**config.mk**
```make
export PLATFORM = sky130hd
export DESIGN_NAME = pe_mem_sched
export DESIGN_NICKNAME = d
export VERILOG_FILES = /design/src/rtl/pe_mem_sched_pkg.sv /design/src/rtl/pe_mem_sched_rr_pick.sv /design/src/rtl/pe_mem_sched.sv
export SDC_FILE = /design/constraint.sdc
export NUM_CORES = 1
export LEC_CHECK = 0
export BUFFER_PORTS_ARGS = -buffer_cell sky130_fd_sc_hd__buf_2
export CORE_MARGIN = 1
export CORE_UTILIZATION = 38
export DETAILED_ROUTE_END_ITERATION = 12
export PLACE_DENSITY = 0.77
export SETUP_SLACK_MARGIN = 0.4
export SLEW_MARGIN = 20
export SYNTH_ARGS = -nofsm -noshare
export SYNTH_HDL_FRONTEND = slang
export SYNTH_SLANG_ARGS = --single-unit
```
**constraint.sdc**
```tcl
create_clock -name clk -period 3.2 [get_ports clk]
set_clock_uncertainty 0.15 [all_clocks]
set_input_delay 0.48 -clock clk [delete_from_list [all_inputs] [get_ports clk]]
set_output_delay 0.48 -clock clk [all_outputs]
set_load 0.02 [all_outputs]
```
**src/rtl/pe_mem_sched_pkg.sv**
```systemverilog
// Shared definitions for the PE-to-IFM-memory read scheduler: limits, width helper
// and the return-tag layout {valid, bcast, id}.
package pe_mem_sched_pkg;

   localparam int N_MAX   = 16;
   localparam int LAT_MAX = 4;

   function automatic int clog2(input int value);
      int w;
      w = 1;
      while ((32'sd1 << w) < value) begin
         w = w + 32'sd1;
      end
      return w;
   endfunction

   localparam int ID_W_MAX = clog2(N_MAX);

   // Flag half of the return tag; the id field follows with a per-instance width.
   typedef struct packed {
      logic valid;
      logic bcast;
   } tag_flags_t;

endpackage

```
**src/rtl/pe_mem_sched_rr_pick.sv**
```systemverilog
// Combinational round-robin picker: first eligible index at or after ptr,
// scanning upward modulo N.
module rr_pick
   import pe_mem_sched_pkg::*;
#(
   parameter int N    = 4,
   parameter int ID_W = clog2(N)
) (
   input  logic [N-1:0]    eligible,
   input  logic [ID_W-1:0] ptr,
   output logic [N-1:0]    onehot,
   output logic [ID_W-1:0] idx,
   output logic            any
);

   logic [N-1:0]    rot_s;
   logic [ID_W-1:0] off_s;
   logic [ID_W:0]   sum_s;

   // Rotate so ptr sits at bit 0, take the lowest set bit, then rotate back.
   always_comb begin
      rot_s = N'({eligible, eligible} >> ptr);
      off_s = {ID_W{1'b0}};
      for (int j = N - 1; j >= 0; j--) begin
         off_s = rot_s[j] ? ID_W'(j) : off_s;
      end
      sum_s  = {1'b0, ptr} + {1'b0, off_s};
      idx    = (sum_s >= (ID_W+1)'(N)) ? ID_W'(sum_s - (ID_W+1)'(N)) : sum_s[ID_W-1:0];
      any    = |eligible;
      onehot = any ? ({{(N-1){1'b0}}, 1'b1} << idx) : {N{1'b0}};
   end

endmodule

```
**src/rtl/pe_mem_sched.sv**
```systemverilog
// Shares the IFM memory read port among N PEs: round-robin issue, broadcast merge
// and a read-latency tag pipe. Optional counters under PE_MEM_SCHED_STATS_EN.
module pe_mem_sched
   import pe_mem_sched_pkg::*;
#(
   parameter int N        = 4,
   parameter int ADDR_W   = 7,
   parameter int DATA_W   = 32,
   parameter int READ_LAT = 1
) (
   input  logic                  clk,
   input  logic                  rst,
   input  logic [N-1:0]          req,
   input  logic [N*ADDR_W-1:0]   adr,
   input  logic                  bcast_en,
   input  logic                  hold,
   output logic [N-1:0]          grant,
   output logic                  mem_re,
   output logic [ADDR_W-1:0]     mem_adr,
   input  logic [DATA_W-1:0]     mem_rdata,
   output logic                  rd_valid,
   output logic                  rd_bcast,
   output logic [clog2(N)-1:0]   rd_id,
   output logic [DATA_W-1:0]     rd_data
`ifdef PE_MEM_SCHED_STATS_EN
   ,
   output logic [N*16-1:0]       grant_cnt,
   output logic [15:0]           bcast_cnt
`endif
);

   localparam int ID_W = clog2(N);
   localparam logic [ID_W-1:0] LAST_ID = ID_W'(N - 1);

   logic [N-1:0]      eligible_s, pick_oh_s, grant_d;
   logic [ID_W-1:0]   pick_idx_s, rr_ptr_r, rr_ptr_d, iss_id_r, iss_id_d;
   logic              pick_any_s, all_same_s, issue_bc_s, issue_norm_s;
   logic              mem_re_d, iss_bcast_r, iss_bcast_d;
   logic [ADDR_W-1:0] adr0_s, pick_adr_s, mem_adr_d;
   tag_flags_t        pipe_flags_r [READ_LAT];
   logic [ID_W-1:0]   pipe_id_r    [READ_LAT];

   rr_pick #(.N(N), .ID_W(ID_W)) u_pick (
      .eligible (eligible_s),
      .ptr      (rr_ptr_r),
      .onehot   (pick_oh_s),
      .idx      (pick_idx_s),
      .any      (pick_any_s)
   );

   // Eligibility, broadcast detect and next issue state.
   always_comb begin
      eligible_s = req & ~grant;
      adr0_s     = adr[ADDR_W-1:0];
      all_same_s = 1'b1;
      pick_adr_s = adr0_s;
      for (int i = 0; i < N; i++) begin
         all_same_s = all_same_s & (adr[i*ADDR_W +: ADDR_W] == adr0_s);
         pick_adr_s = pick_oh_s[i] ? adr[i*ADDR_W +: ADDR_W] : pick_adr_s;
      end
      issue_bc_s   = ~hold & bcast_en & (&eligible_s) & all_same_s;
      issue_norm_s = ~hold & pick_any_s & ~issue_bc_s;

      grant_d     = {N{1'b0}};
      mem_re_d    = 1'b0;
      mem_adr_d   = mem_adr;
      rr_ptr_d    = rr_ptr_r;
      iss_bcast_d = 1'b0;
      iss_id_d    = {ID_W{1'b0}};
      // A broadcast serves every PE with one read and leaves the rotation untouched.
      if (issue_bc_s) begin
         grant_d     = {N{1'b1}};
         mem_re_d    = 1'b1;
         mem_adr_d   = adr0_s;
         iss_bcast_d = 1'b1;
      end else if (issue_norm_s) begin
         grant_d   = pick_oh_s;
         mem_re_d  = 1'b1;
         mem_adr_d = pick_adr_s;
         iss_id_d  = pick_idx_s;
         rr_ptr_d  = (pick_idx_s == LAST_ID) ? {ID_W{1'b0}} : pick_idx_s + ID_W'(1);
      end else begin
         mem_re_d = 1'b0;
      end
   end

   // Issue registers, then the read-latency tag pipe aligned with mem_rdata.
   always_ff @(posedge clk) begin
      if (rst) begin
         grant       <= {N{1'b0}};
         mem_re      <= 1'b0;
         mem_adr     <= {ADDR_W{1'b0}};
         rr_ptr_r    <= {ID_W{1'b0}};
         iss_bcast_r <= 1'b0;
         iss_id_r    <= {ID_W{1'b0}};
         for (int k = 0; k < READ_LAT; k++) begin
            pipe_flags_r[k] <= tag_flags_t'(2'b00);
            pipe_id_r[k]    <= {ID_W{1'b0}};
         end
      end else begin
         grant       <= grant_d;
         mem_re      <= mem_re_d;
         mem_adr     <= mem_adr_d;
         rr_ptr_r    <= rr_ptr_d;
         iss_bcast_r <= iss_bcast_d;
         iss_id_r    <= iss_id_d;
         pipe_flags_r[0] <= '{valid: mem_re, bcast: iss_bcast_r};
         pipe_id_r[0]    <= iss_id_r;
         for (int k = 1; k < READ_LAT; k++) begin
            pipe_flags_r[k] <= pipe_flags_r[k-1];
            pipe_id_r[k]    <= pipe_id_r[k-1];
         end
      end
   end

   assign rd_valid = pipe_flags_r[READ_LAT-1].valid;
   assign rd_bcast = pipe_flags_r[READ_LAT-1].bcast;
   assign rd_id    = pipe_id_r[READ_LAT-1];
   assign rd_data  = mem_rdata;

`ifdef PE_MEM_SCHED_STATS_EN
   // Saturating per-PE normal-grant and broadcast-issue counters.
   always_ff @(posedge clk) begin
      if (rst) begin
         grant_cnt <= {(N*16){1'b0}};
         bcast_cnt <= 16'h0000;
      end else begin
         for (int i = 0; i < N; i++) begin
            if (issue_norm_s && pick_oh_s[i] && (grant_cnt[i*16 +: 16] != 16'hFFFF)) begin
               grant_cnt[i*16 +: 16] <= grant_cnt[i*16 +: 16] + 16'h0001;
            end
         end
         if (issue_bc_s && (bcast_cnt != 16'hFFFF)) begin
            bcast_cnt <= bcast_cnt + 16'h0001;
         end
      end
   end
`endif

endmodule

```
==> metrics, run 1 <==
Cell Rows=24; actual transition at the worst max-transition pin=0.461 ns; hold path cells=1; CTS root buffer=clkbuf_8; FFs w/ async S/R, synth=0%; area growth from synthesis to layout=19.5%; syn avg cell area=7.75 um2; worst skew pair latency=0.25 ns; Starting Density=39.6%; Yosys top cell area share=24.2%; R2R Setup Slk=0.45 ns; Hold Path Class=reg -> reg; post-synth net total=297; Metal-1 WL=2100 um; crit path launch type=flip-flop; worst-path maximum fanout=6; boundary pin count=116; RSZ-0062 raised after global routing=yes; most frequent cells in the layout=51 x buf_2, 18 x a21oi_1, 18 x dfxtp_1, 17 x nand2_1, 11 x buf_4; Residual DRC=0; Final setup viols=0; non-filler cells, final=298; GRT overflow=0; Hold Path Origin=iss_id_r[0]; Arrival @ worst endpoint=2.73 ns; cts bufs inserted=3; Fin. Hold Viols=0; pre-CTS setup slack=0.101 ns; routed length on met3=343 um; pin count of the biggest net entering global routing=20; Tcrit/Tclk final=85.9%; final core utilization=47.3%; core area=0.00438 mm2; Max VDD drop=343 uV; CTS tree=done; Initial DRC Count=229; Fmax achieved=364 MHz; highest metal used=met4; Vias/cell=5.64; via count=1681; max-cap viol count=0; Reg clk slew, reported paths=0.08 ns; setup tns final=0 ns; pwr dens=945 mW/mm2; Worst R2R Path Depth=14; r2r endpoint=mem_adr[4]; Critical Path RT=3.18 ns; routability congestion estimate=0.823; Syn. warnings=0; Synth area leader=dfxtp_1; Hold EP=pipe_id_r[0][0]; max-slew violation count=0; first-pass GRT wire length=7130 um; Avg WL per Cell=14.8 um; Rel. slew slack=69.3%; global-route usage over all layers=17.7%; die area=0.00484 mm2; most common cell after layout, fill and taps aside=buf_2; Cells after Synth=224; initial antenna violation count=0; Main synth FF type=dfxtp_1; Placed Cells=284; Nets=320; IO Port Bufs=51; clk sink count=21; Post-Syn Area=0.00174 mm2; metal2 WL=1920 um; detailed placer's ending HPWL=3260 um; router iterations before antenna repair=5; post-synthesis sequential area ratio=24.2%; post-layout min period=2.75 ns; vias in the first global route=1490; post-synthesis register bit count=21; count of cell types in the netlist=44; status=finished, final reports clean; hold buffer count at cts=0; Layout fillers=428; Die Span X=69.6 um; die span in y=69.6 um; final WL=4410 um; R2R Path Start=grant[2]; # diodes=0; Clock Path Buffers=2; fraction of layout cells with a size suffix above 1=40.7%; PnR worst setup slack=0.450 ns; largest cells by area after synthesis=dfxtp_1 24%, buf_4 14%, a21oi_1 7.2%; Leak=0.872 nW; Crit Path Class=reg -> reg; Routed Antenna Nets=0; EDFF count, synth=0; H-tree depth=1; CP Capture Type=flip-flop
==> layout make-up <==
cell class | instances | area [um2] | share of cell area (%)
multi-input combinational | 153 | 1160 | 55.8
clock buffer | 3 | 41.3 | 1.99
timing repair buffer | 64 | 365 | 17.6
inverter | 4 | 15.0 | 0.724
tap | 52 | 65.1 | 3.14
sequential | 21 | 424 | 20.5
clock inverter | 1 | 5.00 | 0.241
==> layer usage <==
| layer | vias up | track usage (%) |
|---|---|---|
| li1 | 830 | - |
| met1 | 769 | 25.9 |
| met2 | 72 | 27.0 |
| met4 | 0 | 4.99 |
| met5 | - | 0 |
| met3 | 10 | 2.62 |
==> synthesized netlist by cell type (6+ instances only) <==
cell type  number
nand2_1        17
nor2_1          7
a32oi_1         7
buf_4          33
nor3_1          8
clkbuf_1        7
a21oi_1        25
nor2b_1         8
o21ai_0         7
nand2b_1       13
a32o_1          6
dfxtp_1        21
nand3_1        10
==> stage by stage <==
stage               power, mW  instance area, um2  hold slack, ns
global placement         1.44                1830           0.291
global route             2.09                2070           0.322
floorplan                1.31                1820           0.264
CTS                      1.75                1940           0.309
detailed placement       1.46                1830           0.296
finish                   1.96                2070           0.299
==> worst max-delay path, stage by stage (launching register included) <==
cell      delay [ns]
dfxtp_1         0.42
nand2b_1        0.24
a21oi_1         0.09
a21oi_1         0.15
o21ai_1         0.08
ha_2            0.20
xnor2_4         0.21
inv_2           0.09
ha_4            0.20
buf_4           0.16
a21oi_2         0.12
o21ai_1         0.08
a32o_1          0.27
nand3_1         0.09
a21oi_1         0.07
==> timing repair <==
action                                  CTS  global route
endpoints found under the setup margin    7             8
pin swaps                                 2            11
buffers inserted                          5             5
cloned                                    0             0
resized for setup                         9            28
==> kinds of logic after synthesis <==
| group | synth area share [%] |
|---|---|
| xor+xnor | 2.02 |
| compound gates | 22.8 |
| simple gates | 28.7 |
| fa+ha+maj | 3.60 |
| flops | 24.2 |
| buf+inv | 18.7 |
==> power by group <==
part	switching [mW]	leakage [nW]	internal [mW]	total, mW
logic	0.705	0.673	0.680	1.39
registers	0.0654	0.173	0.339	0.405
clock network	0.0822	0.0255	0.0865	0.169
total	0.853	0.872	1.11	1.96
==> flip-flops by register name (all words and copies together) (netlist names) <==
register and count:
mem_adr 7, grant 4, iss_id_r 2, pipe_flags_r 2
pipe_id_r 2, rr_ptr_r 2, iss_bcast_r 1, mem_re 1
==> worst max-delay path by stage <==
stage | start | end | slack, ns | cells past startpoint
global route | grant[3] | mem_adr[0] | 0.29 | 14
detailed placement | req[1] | mem_adr[6] | 0.10 | 12
floorplan | req[1] | mem_adr[1] | 0.40 | 15
finish | grant[2] | mem_adr[4] | 0.45 | 14
CTS | grant[3] | mem_adr[6] | 0.41 | 12
global placement | req[1] | mem_adr[6] | 0.16 | 12
(Power assumes the default switching activity.)
==> run 2, diff against run 1 <==
- CORE_UTILIZATION: 38 -> 46
- PLACE_DENSITY: 0.77 -> 0.86
- SYNTH_HIERARCHICAL: default -> 1
- clock period: 3.2 -> 3.4 ns (I/O delays scaled with it)
==> run 2 against run 1 <==
Sequential power shrank 12%. Synthesized cell count grew 3.1%. Critical path depth grew 3. Core utilization grew 8.7 points. Routed wire length grew 2.3%. Register-to-register slack gained 0.099 ns. Worst setup slack gained 0.099 ns. Global-route usage grew 4.1 points. Non-clock buffer count grew 2. Flip-flop and latch count is the same. Largest power group unchanged.
==> metrics, run 2 <==
status=finished, final reports clean (unchanged); FFs w/ async S/R, synth=0% (unchanged); Vias/cell=5.51 (was 5.64); largest reg by FF count=mem_adr (unchanged); Main synth FF type=dfxtp_1 (unchanged); IO Port Bufs=51 (unchanged); Cells after Synth=231 (was 224); Clock Path Buffers=2 (unchanged); fraction of layout cells with a size suffix above 1=36.2% (was 40.7%); Hold Path Class=reg -> reg (unchanged); die span in y=64.8 um (was 69.6 um); most frequent cells in the layout=51 x buf_2, 25 x mux2i_1, 19 x nand2_1, 18 x dfxtp_1 (was 51 x buf_2, 18 x a21oi_1, 18 x dfxtp_1, 17 x nand2_1, 11 x buf_4); detailed placer's ending HPWL=3310 um (was 3260 um); first-pass GRT wire length=7120 um (was 7130 um); Crit Path Class=in -> reg (was reg -> reg); routability congestion estimate=0.888 (was 0.823); post-synthesis register bit count=21 (unchanged); router iterations before antenna repair=4 (was 5); Die Span X=64.8 um (was 69.6 um); final WL=4510 um (was 4410 um); pin count of the biggest net entering global routing=24 (was 20); Arrival @ worst endpoint=2.84 ns (was 2.73 ns); pwr dens=773 mW/mm2 (was 945 mW/mm2); H-tree depth=1 (unchanged); Rel. slew slack=61.4% (was 69.3%); die area=0.00420 mm2 (was 0.00484 mm2); max-slew violation count=0 (unchanged); max reg flops=7 (unchanged); CP Capture Type=flip-flop (unchanged); GRT overflow=0 (unchanged); Nets=328 (was 320); core area=0.00372 mm2 (was 0.00438 mm2); Synth area leader=dfxtp_1 (unchanged); post-layout min period=2.85 ns; Max VDD drop=334 uV (was 343 uV); RSZ-0062 raised after global routing=no (was yes); Leak=0.952 nW (was 0.872 nW); Residual DRC=0 (unchanged); most common cell after layout, fill and taps aside=buf_2 (unchanged); actual transition at the worst max-transition pin=0.575 ns (was 0.461 ns); total power=1.61 mW (was 1.96 mW); boundary pin count=116 (unchanged); final core utilization=56.0% (was 47.3%); Fin. Hold Viols=0 (unchanged); Avg WL per Cell=14.8 um (about the same); clk sink count=21 (unchanged); vias in the first global route=1631 (was 1490); syn avg cell area=7.85 um2 (was 7.75 um2); Tcrit/Tclk final=83.8%; worst-path maximum fanout=8 (was 6); Initial DRC Count=63 (was 229); post-synth net total=301 (was 297); worst skew pair latency=0.26 ns (was 0.25 ns); setup tns final=0 ns (unchanged); biggest regs=mem_adr x7, grant x4 (unchanged); largest cells by area after synthesis=dfxtp_1 23%, mux2i_1 14%, buf_4 14% (was dfxtp_1 24%, buf_4 14%, a21oi_1 7.2%); Reg clk slew, reported paths=0.08 ns (about the same); global-route usage over all layers=21.8% (was 17.7%); CTS root buffer=clkbuf_8 (unchanged); post-synthesis sequential area ratio=23.2% (was 24.2%); cts bufs inserted=3 (unchanged); Starting Density=48.8% (was 39.6%); most instantiated cells after synthesis=33 x buf_4, 26 x mux2i_1, 21 x dfxtp_1 (was 33 x buf_4, 25 x a21oi_1, 21 x dfxtp_1); Routed Antenna Nets=0 (unchanged); CTS tree=done (unchanged); max-cap viol count=0 (unchanged); count of cell types in the netlist=44 (unchanged); crit path launch type=primary input (was flip-flop); # diodes=0 (unchanged); Post-Syn Area=0.00181 mm2 (was 0.00174 mm2); via count=1680 (was 1681); Syn. warnings=6 (was 0); Fmax achieved=351 MHz; EDFF count, synth=0 (unchanged); most frequent cell after synthesis=buf_4 (unchanged); Yosys top cell area share=23.2% (was 24.2%); Critical Path RT=3.39 ns (was 3.18 ns); Final setup viols=0 (unchanged); Layout fillers=362 (was 428); Cell Rows=22 (was 24); R2R Setup Slk=0.55 ns (was 0.45 ns); area growth from synthesis to layout=14.7% (was 19.5%); initial antenna violation count=0 (unchanged)
run 2: metal layers:
| metal | track usage (%) | share of wire, % |
|---|---|---|
| met1 | 24.9 | 40 |
| met2 | 38.7 | 51 |
| met3 | 5.11 | 7.3 |
| met4 | 8.61 | 1.6 |
| met5 | 0 | 0 |
run 2: path summary, 6_finish.rpt:
path | cells after the start | startpoint | endpoint
worst max-delay path | 17 | req[2] | mem_adr[6]
worst min-delay path | 1 | iss_id_r[0] | pipe_id_r[0][0]
worst max register to register | 16 | grant[2] | mem_adr[6]
worst min register to register | 1 | iss_id_r[0] | pipe_id_r[0][0]
run 2: power breakdown:
| group | internal, mW | switching (mW) |
|---|---|---|
| clock network | 0.0818 | 0.0840 |
| logic | 0.530 | 0.552 |
| registers | 0.307 | 0.0518 |
run 2: critical path: stages:
cell and delay (ns):
buf_2 0.08, nor2b_4 0.19, nand2_1 0.09, a21oi_2 0.13, o2bb2ai_1 0.08, o21a_1 0.21, ha_4 0.28, nor2b_4 0.13
nand2_1 0.08, mux2i_1 0.14, buf_4 0.20, mux2i_1 0.21, o21ai_0 0.10, mux2i_1 0.14, a21oi_1 0.09, mux2i_1 0.14
nor2_1 0.05
run 2: layout make-up:
cell class	count	area, um2	area share [%]
clock buffers	3	41.3	1.99
inverters	7	28.8	1.38
multi-input cells	159	1150	55.3
well taps	48	60.1	2.89
repair buffers	66	368	17.7
clock inverters	1	5.00	0.241
flip-flops and latches	21	427	20.5
run 2: repair_timing:
item / CTS / global route
cloned: 0 / 0
pin swaps: 0 / 2
hold buffers: 0 / 0
endpoints found under the setup margin: 1 / 7
gates resized for setup: 1 / 21
setup buffers: 1 / 4
run 2: cells by family (layout without fill, tap and decap cells):
logic type               Yosys count  count (layout)  share of synthesized area [%]
multiplexers                      28              28                           15.8
flip-flops                        21              21                           23.2
adder cells (fa/ha/maj)            2               2                           1.38
buffers and inverters             51              77                           18.4
XOR/XNOR                           6               6                           2.90
AND/OR/NAND/NOR                   82              82                           23.0
AO/OA/AOI/OAI                     41              41                           15.4
run 2: per-stage QoR:
step / setup slack [ns] / cell area, um2 / cells / hold WS [ns]
after floorplan: 0.414 / 1830 / 231 / 0.264
after global placement: 0.252 / 1910 / 296 / 0.268
after detailed placement: 0.134 / 1910 / 296 / 0.275
after CTS: 0.442 / 1960 / 301 / 0.294
after global routing: 0.368 / 2080 / 305 / 0.307
final: 0.549 / 2080 / 305 / 0.288
